==> config.mk <==
export PLATFORM = sky130hd
export DESIGN_NAME = sand_brush_painter
export DESIGN_NICKNAME = d
export VERILOG_FILES = /design/src/rtl/sand_brush_painter.sv
export SDC_FILE = /design/constraint.sdc
export NUM_CORES = 1
export LEC_CHECK = 0
export BUFFER_PORTS_ARGS = -buffer_cell sky130_fd_sc_hd__buf_2
export CAP_MARGIN = 10
export CORE_MARGIN = 2
export CORE_UTILIZATION = 61
export CTS_BUF_LIST = sky130_fd_sc_hd__clkbuf_8
export CTS_CLUSTER_SIZE = 28
export DETAILED_ROUTE_END_ITERATION = 6
export PLACE_DENSITY = 0.88
export SLEW_MARGIN = 20
export SYNTH_ARGS = -nofsm -noshare
export SYNTH_HDL_FRONTEND = slang
export SYNTH_SLANG_ARGS = --single-unit
==> constraint.sdc <==
create_clock -name clk_i -period 4.4 [get_ports clk_i]
set_clock_uncertainty 0.2 [all_clocks]
set_input_delay 0.66 -clock clk_i [delete_from_list [all_inputs] [get_ports clk_i]]
set_output_delay 0.66 -clock clk_i [all_outputs]
set_load 0.02 [all_outputs]
==> src/rtl/sand_brush_painter.sv <==
// Brush stamper: writes a BRUSH_SIZE x BRUSH_SIZE square of sand or empty cells
// into VRAM at the cursor, one cell per cycle, only while the draw window is open.
module sand_brush_painter #(
    parameter int unsigned ACTIVE_COLUMNS = 640,
    parameter int unsigned ACTIVE_ROWS    = 480,
    parameter int unsigned ADDR_WIDTH     = $clog2(ACTIVE_COLUMNS * ACTIVE_ROWS),
    parameter int unsigned DATA_WIDTH     = 1,
    parameter int unsigned BRUSH_SIZE     = 4,
    parameter int unsigned X_WIDTH        = $clog2(ACTIVE_COLUMNS),
    parameter int unsigned Y_WIDTH        = $clog2(ACTIVE_ROWS)
) (
    input  logic                  clk_i,
    input  logic                  reset_i,
    input  logic                  draw_en_i,
    input  logic                  button_i,
    input  logic                  erase_i,
    input  logic [X_WIDTH-1:0]    cursor_x_i,
    input  logic [Y_WIDTH-1:0]    cursor_y_i,
    output logic [ADDR_WIDTH-1:0] wr_address_o,
    output logic [DATA_WIDTH-1:0] wr_data_o,
    output logic                  wr_en_o,
    output logic                  busy_o,
    output logic                  done_o
);

    localparam int unsigned CNT_WIDTH = (BRUSH_SIZE > 1) ? $clog2(BRUSH_SIZE) : 1;
    localparam logic [CNT_WIDTH-1:0]  CNT_LAST   = CNT_WIDTH'(BRUSH_SIZE - 1);
    localparam logic [X_WIDTH:0]      X_LIMIT    = (X_WIDTH + 1)'(ACTIVE_COLUMNS);
    localparam logic [Y_WIDTH:0]      Y_LIMIT    = (Y_WIDTH + 1)'(ACTIVE_ROWS);
    localparam logic [ADDR_WIDTH-1:0] ROW_STRIDE = ADDR_WIDTH'(ACTIVE_COLUMNS);

    localparam logic [1:0] ST_IDLE  = 2'd0;
    localparam logic [1:0] ST_PAINT = 2'd1;
    localparam logic [1:0] ST_DONE  = 2'd2;

    logic [1:0]            state_q,    state_d;
    logic [X_WIDTH-1:0]    x0_q,       x0_d;
    logic [Y_WIDTH-1:0]    y0_q,       y0_d;
    logic [CNT_WIDTH-1:0]  dx_q,       dx_d;
    logic [CNT_WIDTH-1:0]  dy_q,       dy_d;
    logic [ADDR_WIDTH-1:0] row_base_q, row_base_d;
    logic [ADDR_WIDTH-1:0] addr_q,     addr_d;
    logic [DATA_WIDTH-1:0] data_q,     data_d;
    logic                  wr_en_q,    wr_en_d;
    logic                  busy_q,     busy_d;
    logic                  done_q,     done_d;

    logic [CNT_WIDTH-1:0]  next_dx;
    logic [CNT_WIDTH-1:0]  next_dy;
    logic [ADDR_WIDTH-1:0] next_base;
    logic [X_WIDTH:0]      x_sum;
    logic [Y_WIDTH:0]      y_sum;
    logic                  cursor_ok;

    // Output registers always describe the cell being written in the current cycle,
    // so each edge precomputes the address and clip flag of the following cell.
    always_comb begin
        state_d    = state_q;
        x0_d       = x0_q;
        y0_d       = y0_q;
        dx_d       = dx_q;
        dy_d       = dy_q;
        row_base_d = row_base_q;
        addr_d     = addr_q;
        data_d     = data_q;
        wr_en_d    = 1'b0;
        busy_d     = 1'b0;
        done_d     = 1'b0;

        next_dx   = dx_q + 1'b1;
        next_dy   = dy_q;
        next_base = row_base_q;
        if (dx_q == CNT_LAST) begin
            next_dx   = '0;
            next_dy   = dy_q + 1'b1;
            next_base = row_base_q + ROW_STRIDE;
        end
        x_sum     = {1'b0, x0_q} + (X_WIDTH + 1)'(next_dx);
        y_sum     = {1'b0, y0_q} + (Y_WIDTH + 1)'(next_dy);
        cursor_ok = ({1'b0, cursor_x_i} < X_LIMIT) && ({1'b0, cursor_y_i} < Y_LIMIT);

        case (state_q)
            ST_IDLE: begin
                if (draw_en_i && button_i && cursor_ok) begin
                    state_d    = ST_PAINT;
                    x0_d       = cursor_x_i;
                    y0_d       = cursor_y_i;
                    data_d     = erase_i ? '0 : '1;
                    dx_d       = '0;
                    dy_d       = '0;
                    row_base_d = ADDR_WIDTH'(cursor_y_i) * ROW_STRIDE;
                    addr_d     = row_base_d + ADDR_WIDTH'(cursor_x_i);
                    wr_en_d    = 1'b1;
                    busy_d     = 1'b1;
                end
            end
            ST_PAINT: begin
                if (!draw_en_i) begin
                    state_d = ST_IDLE;
                end else if (dx_q == CNT_LAST && dy_q == CNT_LAST) begin
                    state_d = ST_DONE;
                    done_d  = 1'b1;
                end else begin
                    dx_d       = next_dx;
                    dy_d       = next_dy;
                    row_base_d = next_base;
                    addr_d     = next_base + ADDR_WIDTH'(x_sum);
                    wr_en_d    = (x_sum < X_LIMIT) && (y_sum < Y_LIMIT);
                    busy_d     = 1'b1;
                end
            end
            ST_DONE: begin
                state_d = ST_IDLE;
            end
            default: begin
                state_d = ST_IDLE;
            end
        endcase
    end

    always_ff @(posedge clk_i or posedge reset_i) begin
        if (reset_i) begin
            state_q    <= ST_IDLE;
            x0_q       <= '0;
            y0_q       <= '0;
            dx_q       <= '0;
            dy_q       <= '0;
            row_base_q <= '0;
            addr_q     <= '0;
            data_q     <= '0;
            wr_en_q    <= 1'b0;
            busy_q     <= 1'b0;
            done_q     <= 1'b0;
        end else begin
            state_q    <= state_d;
            x0_q       <= x0_d;
            y0_q       <= y0_d;
            dx_q       <= dx_d;
            dy_q       <= dy_d;
            row_base_q <= row_base_d;
            addr_q     <= addr_d;
            data_q     <= data_d;
            wr_en_q    <= wr_en_d;
            busy_q     <= busy_d;
            done_q     <= done_d;
        end
    end

    // Closing the draw window must kill the strobe in the same cycle.
    assign wr_en_o      = wr_en_q & draw_en_i;
    assign wr_address_o = addr_q;
    assign wr_data_o    = data_q;
    assign busy_o       = busy_q;
    assign done_o       = done_q;

endmodule

Word-level counts from Yosys, hierarchy flattened

Cells that the tools add are included.

$add $sub $neg: 7
Multiply operators: 1
Order comparisons: 4
Equality and inequality tests: 7
Multiplexer cells: 33
Bitwise gates (word level): 1
Reductions and logical operators: 10

Operator list:

| cell                   | number |
|---|---|
| $mux 19                | 7 |
| $pmux 19 s2            | 2 |
| $mux 2                 | 10 |
| $add 19x10->19         | 1 |
| $add 19x10->19 const B | 1 |
| $add 19x11->19         | 1 |
| $mul 9x3->12 const B   | 1 |
| $pmux 2 s2             | 3 |
| $add 10x2->11          | 1 |
| $lt 11x10->1 const B   | 1 |
| $add 9x2->10           | 1 |
| $lt 10x10->1 const B   | 1 |
| $lt 10x9->1 const B    | 1 |
| $lt 9x9->1 const B     | 1 |
| $mux 1                 | 9 |
| $ne 2x2->1 const B     | 3 |
| $logic_and 1x1->1      | 5 |
| $add 2x1->2 const B    | 2 |
| $eq 2x2->1 const B     | 2 |
| $pmux 1 s2             | 2 |
| $reduce_and 2->1       | 2 |
| $reduce_and 4->1       | 1 |
| $ne 3x3->1 const B     | 1 |
| $eq 2x1->1 const B     | 1 |
| 3 further kinds        | 3 |

Flip-flop bits (word level): 67
Output and inout port bits: 23
Logic and storage cells: 74

Logic depth before layout (Yosys ltp)

Gate-level depths: netlist of the first run.

Depth after elaboration: 8
Gate-level depth with buffers: 15
Depth with buffers taken out: 15

Worst setup path after synthesis of the first run

OpenSTA, ideal clock, no wires.

Path kind: flip-flop to flip-flop
Start point: reg dx_q[0]
End point: reg addr_q[18], in the netlist wr_address_o[18]
Setup time: 0.069 ns
Data arrival time: 3.379 ns
Data required time: 4.131 ns
Setup slack: 0.753 ns
Cell stages (with the launch flop): 15
Path buffers: 0
Period minus slack after synthesis: 3.647 ns
Cells stage by stage: dfrtp_1 -> ha_1 -> ha_1 -> a21oi_2 -> nor3b_1 -> nand3_1 -> xnor2_1 -> ha_1 -> a21o_1 -> a21oi_1 -> and4b_1 -> a21oi_1 -> o31ai_4 -> a2111o_1 -> nand3_1

Cells in the longest elaborated chain, start to end: 7

Ends and longest elaborated chain:

| item                                      | RTL line    | text |
|---|---|---|
| start: declaration                        | 39          | `logic [CNT_WIDTH-1:0] dx_q, dx_d;` |
| start signal: assignment                  | 126         | `dx_q <= '0;` |
| start signal: assignment                  | 138         | `dx_q <= dx_d;` |
| $add 2x1->2 or $eq 2x2->1 (tied branches) | 70, 73, 100 |  |
| $mux 2                                    | 73          | `if (dx_q == CNT_LAST) begin` |
| $add 10x2->11                             | 78          | `x_sum = {1'b0, x0_q} + (X_WIDTH + 1)'(next_dx);` |
| $add 19x11->19                            | 107         | `addr_d = next_base + ADDR_WIDTH'(x_sum);` |
| $mux 19                                   | 100         | `end else if (dx_q == CNT_LAST && dy_q == CNT_LAST) begin` |
| $mux 19                                   | 98          | `if (!draw_en_i) begin` |
| $pmux 19 s2                               | 82          | `case (state_q)` |
| end signal: assignment                    | 141         | `addr_q <= addr_d;` |
| end: declaration                          | 42          | `logic [ADDR_WIDTH-1:0] addr_q, addr_d;` |

Several ways; a longest one is shown, not always the timed one. The select of a mux whose other input is x is not followed.
A chain may end at the register's enable or synchronous reset.

Worst setup path after layout of the first run

Same ends and word-level chain as after synthesis.

==> results of run 1 <==
cells by family after synthesis:
| family | synth area share |
|---|---|
| AOI/OAI and AO/OA | 0.2044 |
| xor gates and xnor gates | 0.06505 |
| adders and majority gates | 0.09832 |
| buffers and inverters | 0.04136 |
| DFF | 0.3597 |
| muxes | 0.06325 |
| other | 0.0008984 |
| and+or+nand+nor | 0.1670 |
metal layers:
metal / vias to the layer above / routed length, um
met5: - / 0
met4: 0 / 375
met3: 36 / 634
met2: 160 / 4977
met1: 1833 / 4288
li1: 1737 / -
final timing paths:
kind / start / end / slack, ns / cells after the start
setup / recovery: dx_q[0]$_DFFE_PP0P_ / wr_address_o[18]$_DFFE_PP0P_ / 0.33 / 14
setup reg to reg: dx_q[0]$_DFFE_PP0P_ / wr_address_o[18]$_DFFE_PP0P_ / 0.33 / 14
min in group clk_i: wr_address_o[13]$_DFFE_PP0P_ / wr_address_o[13]$_DFFE_PP0P_ / 0.26 / 2
max in group asynchronous: reset_i / wr_address_o[18]$_DFFE_PP0P_ / 2.97 / 3
hold reg to reg: wr_address_o[13]$_DFFE_PP0P_ / wr_address_o[13]$_DFFE_PP0P_ / 0.26 / 2
hold / removal: reset_i / x0_q[5]$_DFFE_PP0P_ / 0.19 / 2
worst register-to-register path, stage by stage (launching register included):
cell and delay (ns):
dfrtp_1 0.40, ha_1 0.32, ha_1 0.31, a21oi_2 0.08
nor3b_1 0.47, nand3_1 0.20, xnor2_1 0.16, ha_1 0.36
a21o_1 0.19, a21oi_1 0.24, and4b_1 0.23, a21oi_1 0.25
o31ai_4 0.13, a2111o_1 0.38, nand3_1 0.08
synth_stat cells, drive strengths merged (4+ instances only):
| cell | number |
|---|---|
| buf | 5 |
| nand3b | 4 |
| nand2 | 43 |
| mux2 | 19 |
| o22ai | 4 |
| a21oi | 29 |
| nand3 | 17 |
| nor2b | 5 |
| dfrtp | 60 |
| o221ai | 4 |
| nor3 | 8 |
| nand2b | 5 |
| xnor2 | 16 |
| o21ai | 43 |
| and3 | 4 |
| inv | 23 |
| mux2i | 5 |
| or3 | 6 |
| nor2 | 31 |
| a31oi | 8 |
| ha | 28 |
| clkbuf | 15 |
| o211ai | 5 |
| xor2 | 15 |
layout make-up:
| cell class | count | area [sq um] |
|---|---|---|
| Clock buffer | 11 | 151.4 |
| Multi-Input combinational cell | 353 | 2502 |
| Tap cell | 80 | 100.1 |
| Timing Repair Buffer | 51 | 267.8 |
| Sequential cell | 60 | 1501 |
| Fill cell | 494 | 2092 |
| Clock inverter | 4 | 17.52 |
| Inverter | 23 | 86.33 |
where the power goes:
group | switching (W) | internal [W]
clock | 0.000212 | 0.000226
sequential | 0.000150 | 0.000710
combinational | 0.000591 | 0.000393
total | 0.000953 | 0.00133
through the flow:
| step | worst slack (ns) | cells |
|---|---|---|
| finish | 0.3324 | 582 |
| detailed placement | 0.3958 | 567 |
| floorplan | 0.7526 | 456 |
| CTS | 0.3635 | 582 |
| global placement | 0.5753 | 567 |
| global route | 0.04192 | 582 |
cell usage in the layout, fill, tap and decap left out, types with 5 or more instances in the layout:
cell type and n:
a31oi_1 7, nand2b_1 5, dfrtp_1 60, buf_4 5, nor2_1 31, o21ai_0 43
a21oi_1 27, mux2_2 19, ha_1 28, xnor2_1 16, clkbuf_8 11, inv_1 24
nand2_1 43, buf_2 46, o211ai_1 5, nand3_1 16, mux2i_1 5, nor3_1 7
xor2_1 15
flip-flops by register name, indices dropped and copies added, names as in the netlist:
register and cells:
dx_q 2, wr_address_o 19, done_o 1, wr_data_o 1
y0_q 9, state_q 2, busy_o 1, dy_q 2
wr_en_q 1, row_base_q 12, x0_q 10
==> flow_summary.toml, run 1 <==
[setup_path]
crit_path_frequent_cell = "ha_1"
critical_path.max_fanout = 6
cp.arrival_ns = 4.14
cp.buffers_inverters = 0
critical_path.top_delay_family = "compound AO/OA/AOI/OAI gates"
crit_chain = "ha_1 > ha_1 > a21oi_2 > nor3b_1 > nand3_1 > xnor2_1 > ha_1 > a21o_1 > a21oi_1 > and4b_1 > a21oi_1 > o31ai_4 > a2111o_1 > nand3_1"
critPathCaptureType = "flip-flop"
cp_slowest_cell = "nor3b_1"
cp_data_required_time_ns = 4.48
crit_type = "reg2reg"
cp-start-kind = "flip-flop"
max_stage_delay_ns = 0.47

[clock_network]
cts_resized = 0
htree_num_levels = 3
clk_pin_slew_worst_paths_ns = 0.07
cts_num_sinks = 60
hold_buffers = 0
numCtsBuffers = 9
insertion_delay_ns = 0.34
cts_tree = "done"
postCtsSetupBuffers = 0
cts_max_path_buffers = 2
root_buffer = "clkbuf_8"

[job]
cap_violations = 0

[synthesis]
syn_area_sq_mm = 0.004174
synth_edf_count = 0
synth_nets = 511
synth_top_cell_by_area = "dfrtp_1"
synth.distinct_cells = 68
synth_ff_type = "dfrtp_1"
synth_area_leaders = "dfrtp_1 (36%), ha_1 (8.4%), o21ai_0 (5.2%), mux2_2 (5.1%), nand2_1 (3.9%)"
ys_seq_area_frac = 0.3597
ys_async_sr_fraction = 1.000
synthCells = 456
synth_area_per_cell_sq_um = 9.154
yosys_warnings = 0
synth_top_area_frac = 0.3597
ys_ff_latch = 60

[global_route]
grt_start_max_net_pins = 41
grt_util_met2 = 0.4741
use_met3 = 0.07048
met1_usage = 0.3774
antenna_found_initial = 0
grtUsageTotal = 0.2956
top_usage_layer = "met2"
grt-ovfl-total = 0
grt_pass1_vias = 3611
grt_first_pass_wirelength_mm = 17.28

[floorplanning]
die_height_um = 86.72
core-area_sq_mm = 0.006719
die_area_sq_mm = 0.007520
die_x_um = 86.72
fp-row-count = 30
start_util = 0.6212
ios = 47

[timing]
slew_viol_final = 0
finalCritPeriodShare = 0.9245
tightest_slew_ns = 0.9576
hold_viol = 0
setup_tns_ns = 0
setup_violations = 0
relSlewSlack = 0.3609
max_freq_mhz = 245.8
timing.hold.ws_ns = 0.1924
fin_crit_ns = 4.068
rsz0062_at_grt = "no"

[power_and_ir_drop]
p_leak_nw = 2.059
finalPower_w = 0.002282
ir_worst_vdd_uv = 273.4
p_per_area_mw_per_mm2 = 493.2

[outcome]
status = "finished clean"

[routing]
first_iter_violations = 260
viasPerCell = 6.471
ant_nets = 0
drc_errors = 0
dr.pass1.iters = 7
wire_per_inst_um = 17.66
vias = 3766
routed_wl_mm = 10.28

[placement]
place_congestion = 0.9324
dp_hpwl_mm = 7.468
dpl_cell_area_sq_mm = 0.004458
portBuffers = 46

[cells_and_area]
num-nets-final = 553
final_area_sq_mm = 0.004627
drive_gt1_frac = 0.1992
utilization = 0.6886
antenna_cells = 0
syn2layout_area_growth_pct = 10.85

[hold_path]
hold_class = "in2async"
(Power assumes the default switching activity.)
==> inputs of run 2 (changes only) <==
- PLACE_DENSITY: 0.88 -> 0.82
- RECOVER_POWER: not set -> 25
==> flow_summary.toml, run 2 (same netlist as run 1, synthesis figures left out) <==
[timing]
fin_crit_ns = 4.046
timing.hold.ws_ns = 0.2678
rsz0062_at_grt = "no"
tightest_slew_ns = 1.814
hold_viol = 0
setup_violations = 0
max_freq_mhz = 247.2
slew_viol_final = 61
finalCritPeriodShare = 0.9194
setup_tns_ns = 0
relSlewSlack = -0.2091

[routing]
first_iter_violations = 272
dr.pass1.iters = 4
wire_per_inst_um = 17.44
ant_nets = 0
vias = 3666
viasPerCell = 6.288
drc_errors = 0
routed_wl_mm = 10.17

[floorplanning]
ios = 47
core-area_sq_mm = 0.006719
fp-row-count = 30
die_height_um = 86.72
die_area_sq_mm = 0.007520
start_util = 0.6212
die_x_um = 86.72

[cells_and_area]
antenna_cells = 0
final_common_cell = "dfrtp_1"
syn2layout_area_growth_pct = 12.62
num-nets-final = 553
largest_reg_flops = 19
drive_gt1_frac = 0.1968
final_cell_mix = "dfrtp_1 (60), buf_2 (46), nand2_1 (43), o21ai_0 (43), nor2_1 (31)"

[clock_network]
numCtsBuffers = 9
htree_num_levels = 3
postCtsSetupBuffers = 0
hold_buffers = 0
cts_max_path_buffers = 2
root_buffer = "clkbuf_8"
cts_resized = 0
cts_tree = "done"
insertion_delay_ns = 0.36
cts_num_sinks = 60
clk_pin_slew_worst_paths_ns = 0.07

[setup_path]
crit_type = "reg2reg"
critical_path.max_fanout = 5
reg2reg_slack_ns = 0.35
worst-r2r-cell-count = 13
cp.arrival_ns = 4.09
startpoint = "dx_q[0]$_DFFE_PP0P_"
reg2reg_to = "wr_address_o[17]$_DFFE_PP0P_"
critPathCaptureType = "flip-flop"
cp-start-kind = "flip-flop"
reg2reg_from = "dx_q[0]$_DFFE_PP0P_"
cp_data_required_time_ns = 4.45

[hold_path]
holdCritStartpoint = "wr_address_o[13]$_DFFE_PP0P_"
min_path_cells = 2
min_to = "wr_address_o[13]$_DFFE_PP0P_"
hold_class = "reg2reg"

[placement]
dp_hpwl_mm = 7.170
place_congestion = 0.8656
portBuffers = 46

[global_route]
grt_first_pass_wirelength_mm = 16.66
antenna_found_initial = 0
grt-ovfl-total = 0
grt_start_max_net_pins = 41
grtUsageTotal = 0.2871
grt_pass1_vias = 3563

[power_and_ir_drop]
ir_worst_vdd_uv = 361.0
p_per_area_mw_per_mm2 = 526.0
p_leak_nw = 2.087

[outcome]
status = "finished with violations"
violations = "max-capacitance violations, max-slew violations"

[job]
cap_violations = 2
run 2: changes by cell type in the layout (fill, tap and decap cells not counted), sizes merged:
cell    before  now
clkinv       2    1
inv         25   24
buf         51   49
clkbuf      11   13
bufinv       0    3
run 2: layer usage:
layer | track usage | part of all wire | vias up | wire length, um
met3 | 0.07143 | 0.055 | 27 | 560
met5 | 0 | 0 | - | 0
met1 | 0.3619 | 0.44 | 1779 | 4523
met2 | 0.4545 | 0.47 | 124 | 4827
met4 | 0.1534 | 0.025 | 0 | 259
li1 | - | - | 1736 | -
run 2: cell type report:
cell class / instances / area, sq um
Multi-Input combinational cell: 353 / 2502
Fill cell: 517 / 2018
Sequential cell: 60 / 1501
Timing Repair Buffer: 51 / 260.3
Clock buffer: 11 / 151.4
Tap cell: 80 / 100.1
Clock inverter: 5 / 98.84
Inverter: 23 / 86.33
run 2: worst max-delay path by stage:
stage	slack, ns	to	depth (start not counted)
floorplan	0.75	wr_address_o[18]$_DFFE_PP0P_	14
global placement	0.55	wr_address_o[18]$_DFFE_PP0P_	14
detailed placement	0.43	wr_address_o[18]$_DFFE_PP0P_	14
CTS	0.39	wr_address_o[18]$_DFFE_PP0P_	14
global route	0.06	wr_address_o[17]$_DFFE_PP0P_	13
finish	0.35	wr_address_o[17]$_DFFE_PP0P_	13
run 2: where the power goes:
group,switching (W),internal (W)
Sequential,0.000149,0.000709
Clock,0.000228,0.000404
Combinational,0.000590,0.000392
run 2: critical path, stage by stage, from the launching register on:
cell	delay [ns]
dfrtp_1	0.40
ha_1	0.31
inv_1	0.07
fa_1	0.47
nor3b_1	0.39
nand2_1	0.13
xnor2_1	0.15
ha_1	0.36
a21oi_1	0.13
o21ai_0	0.41
and4_1	0.31
a41oi_1	0.15
xor2_1	0.18
a221oi_1	0.28
run 2: metrics by stage:
step	instances	setup slack (ns)	cell area, sq um	utilization	total power, W
after floorplan	456	0.7526	4174	-	0.001567
after global routing	583	0.06390	4701	0.6996	0.002625
final	583	0.3544	4701	0.6996	0.002472
after CTS	583	0.3919	4708	0.7007	0.002461
after global placement	567	0.5509	4458	0.6635	0.001786
after detailed placement	567	0.4319	4458	0.6635	0.001825
==> inputs of run 3 (changes only) <==
- REMOVE_ABC_BUFFERS: not set -> 1
==> flow_summary.toml, run 3 (same netlist as run 1, synthesis figures left out) <==
[outcome]
status = "finished with violations"
violations = "max-capacitance violations, max-slew violations"

[cells_and_area]
regArea_sq_mm = 0.001501
antenna_cells = 0
final_area_sq_mm = 0.004631
final_common_cell = "dfrtp_1"
final_cell_mix = "dfrtp_1 (60), buf_2 (46), nand2_1 (43), o21ai_0 (43), nor2_1 (31)"
fillCellCount = 536
largest_reg_flops = 19
drive_gt1_frac = 0.2004
syn2layout_area_growth_pct = 10.94
multi_input_area_sq_mm = 0.002502
num-nets-final = 554

[setup_path]
cp.arrival_ns = 4.05
critical_path.max_fanout = 6
max_stage_delay_ns = 0.47
crit_type = "reg2reg"
cp_data_required_time_ns = 4.48
crit_path_frequent_cell = "ha_1"
critical_path.top_delay_family = "compound AO/OA/AOI/OAI gates"
critPathCaptureType = "flip-flop"
cp_slowest_cell = "nor3b_1"
crit_chain = "ha_1 > ha_1 > a21oi_2 > nor3b_1 > nand3_1 > xnor2_1 > ha_1 > a21o_1 > a21oi_1 > and4b_1 > a21oi_1 > o31ai_4 > a2111o_1 > nand3_1"
cp-start-kind = "flip-flop"
cp.buffers_inverters = 0

[global_route]
grt_start_max_net_pins = 61
grt_util_met2 = 0.4357
use_met3 = 0.06952
grt_first_pass_wirelength_mm = 16.14
antenna_found_initial = 0
top_usage_layer = "met2"
grt_pass1_vias = 3435
grtUsageTotal = 0.2751
met1_usage = 0.3636
grt-ovfl-total = 0

[placement]
place_congestion = 0.9106
dpl_cell_area_sq_mm = 0.004466
dp_hpwl_mm = 6.903
portBuffers = 46

[timing]
relSlewSlack = -1.136
max_freq_mhz = 252.2
fin_crit_ns = 3.966
slew_viol_final = 61
tightest_slew_ns = 3.205
setup_tns_ns = 0
finalCritPeriodShare = 0.9013
setup_violations = 0
hold_viol = 0
rsz0062_at_grt = "no"

[routing]
ant_nets = 0
first_iter_violations = 241
wire_per_inst_um = 16.42
routed_wl_mm = 9.589
drc_errors = 0
vias = 3593
dr.pass1.iters = 5
viasPerCell = 6.152

[floorplanning]
ios = 47
fp-row-count = 30
die_x_um = 86.72
die_area_sq_mm = 0.007520
start_util = 0.6212
die_height_um = 86.72
core-area_sq_mm = 0.006719

[power_and_ir_drop]
p_leak_nw = 2.043
ir_worst_vdd_uv = 270.2
p_per_area_mw_per_mm2 = 487.6

[clock_network]
root_buffer = "clkbuf_8"
clk_pin_slew_worst_paths_ns = 0.07
hold_buffers = 0
cts_resized = 0
postCtsSetupBuffers = 0
numCtsBuffers = 9
insertion_delay_ns = 0.35
htree_num_levels = 3
cts_num_sinks = 60
cts_tree = "done"
cts_max_path_buffers = 2

[job]
cap_violations = 1

[hold_path]
hold_class = "reg2reg"
## run 3: changes by cell type in the layout (fill, tap and decap cells not counted), moves of 2 or more
cell and delta:
buf_4 +2, bufinv_16 -3, clkbuf_8 -2, clkinvlp_4 +3
## run 3: power by group
group | internal (W) | switching, W
Clock | 0.000200 | 0.000234
Combinational | 0.000392 | 0.000576
Sequential | 0.000709 | 0.000146
## run 3: per-stage QoR
| step | std cells | power (W) | hold slack, ns | setup WS (ns) | utilization |
|---|---|---|---|---|---|
| after CTS | 584 | 0.002261 | 0.2654 | 0.4353 | 0.6898 |
| after global placement | 568 | 0.001781 | 0.2466 | 0.5975 | 0.6646 |
| after detailed placement | 568 | 0.001821 | 0.2516 | 0.4484 | 0.6646 |
| after floorplan | 436 | 0.001551 | 0.2526 | 0.5901 | - |
| final | 584 | 0.002258 | 0.2564 | 0.4343 | 0.6892 |
| after global routing | 584 | 0.002423 | 0.3097 | 0.08985 | 0.6892 |
## run 3: worst register-to-register path, stage by stage (launching register included)
cell and delay, ns:
dfrtp_1 0.39, ha_1 0.32, ha_1 0.32, a21oi_2 0.08, nor3b_1 0.47, nand3_1 0.20, xnor2_1 0.16, ha_1 0.36
a21o_1 0.18, a21oi_1 0.19, and4b_1 0.22, a21oi_1 0.23, o31ai_4 0.13, a2111o_1 0.38, nand3_1 0.08
## run 3: cell type report
| class | instances | share of cell area |
|---|---|---|
| clock buffer | 9 | 0.02675 |
| clock inverter | 7 | 0.009727 |
| inverter | 23 | 0.01864 |
| multi-input combinational | 353 | 0.5404 |
| sequential | 60 | 0.3242 |
| tap | 80 | 0.02162 |
| timing repair buffer | 52 | 0.05863 |
## run 3: worst paths after layout
kind / startpoint / end / slack [ns] / cells after the start
setup / recovery: dx_q[0]$_DFFE_PP0P_ / wr_address_o[18]$_DFFE_PP0P_ / 0.43 / 14
hold / removal: wr_address_o[13]$_DFFE_PP0P_ / wr_address_o[13]$_DFFE_PP0P_ / 0.26 / 2
setup reg to reg: dx_q[0]$_DFFE_PP0P_ / wr_address_o[18]$_DFFE_PP0P_ / 0.43 / 14
hold reg to reg: wr_address_o[13]$_DFFE_PP0P_ / wr_address_o[13]$_DFFE_PP0P_ / 0.26 / 2
max in group asynchronous: reset_i / wr_address_o[11]$_DFFE_PP0P_ / 0.86 / 3
min in group asynchronous: reset_i / x0_q[3]$_DFFE_PP0P_ / 1.32 / 3
## run 3: layer usage
layer,part of all wire,vias to the layer above,wire length (um)
met5,0,-,0
met4,0.028,0,267
met3,0.058,27,555
met2,0.47,135,4470
met1,0.45,1699,4295
li1,-,1732,-
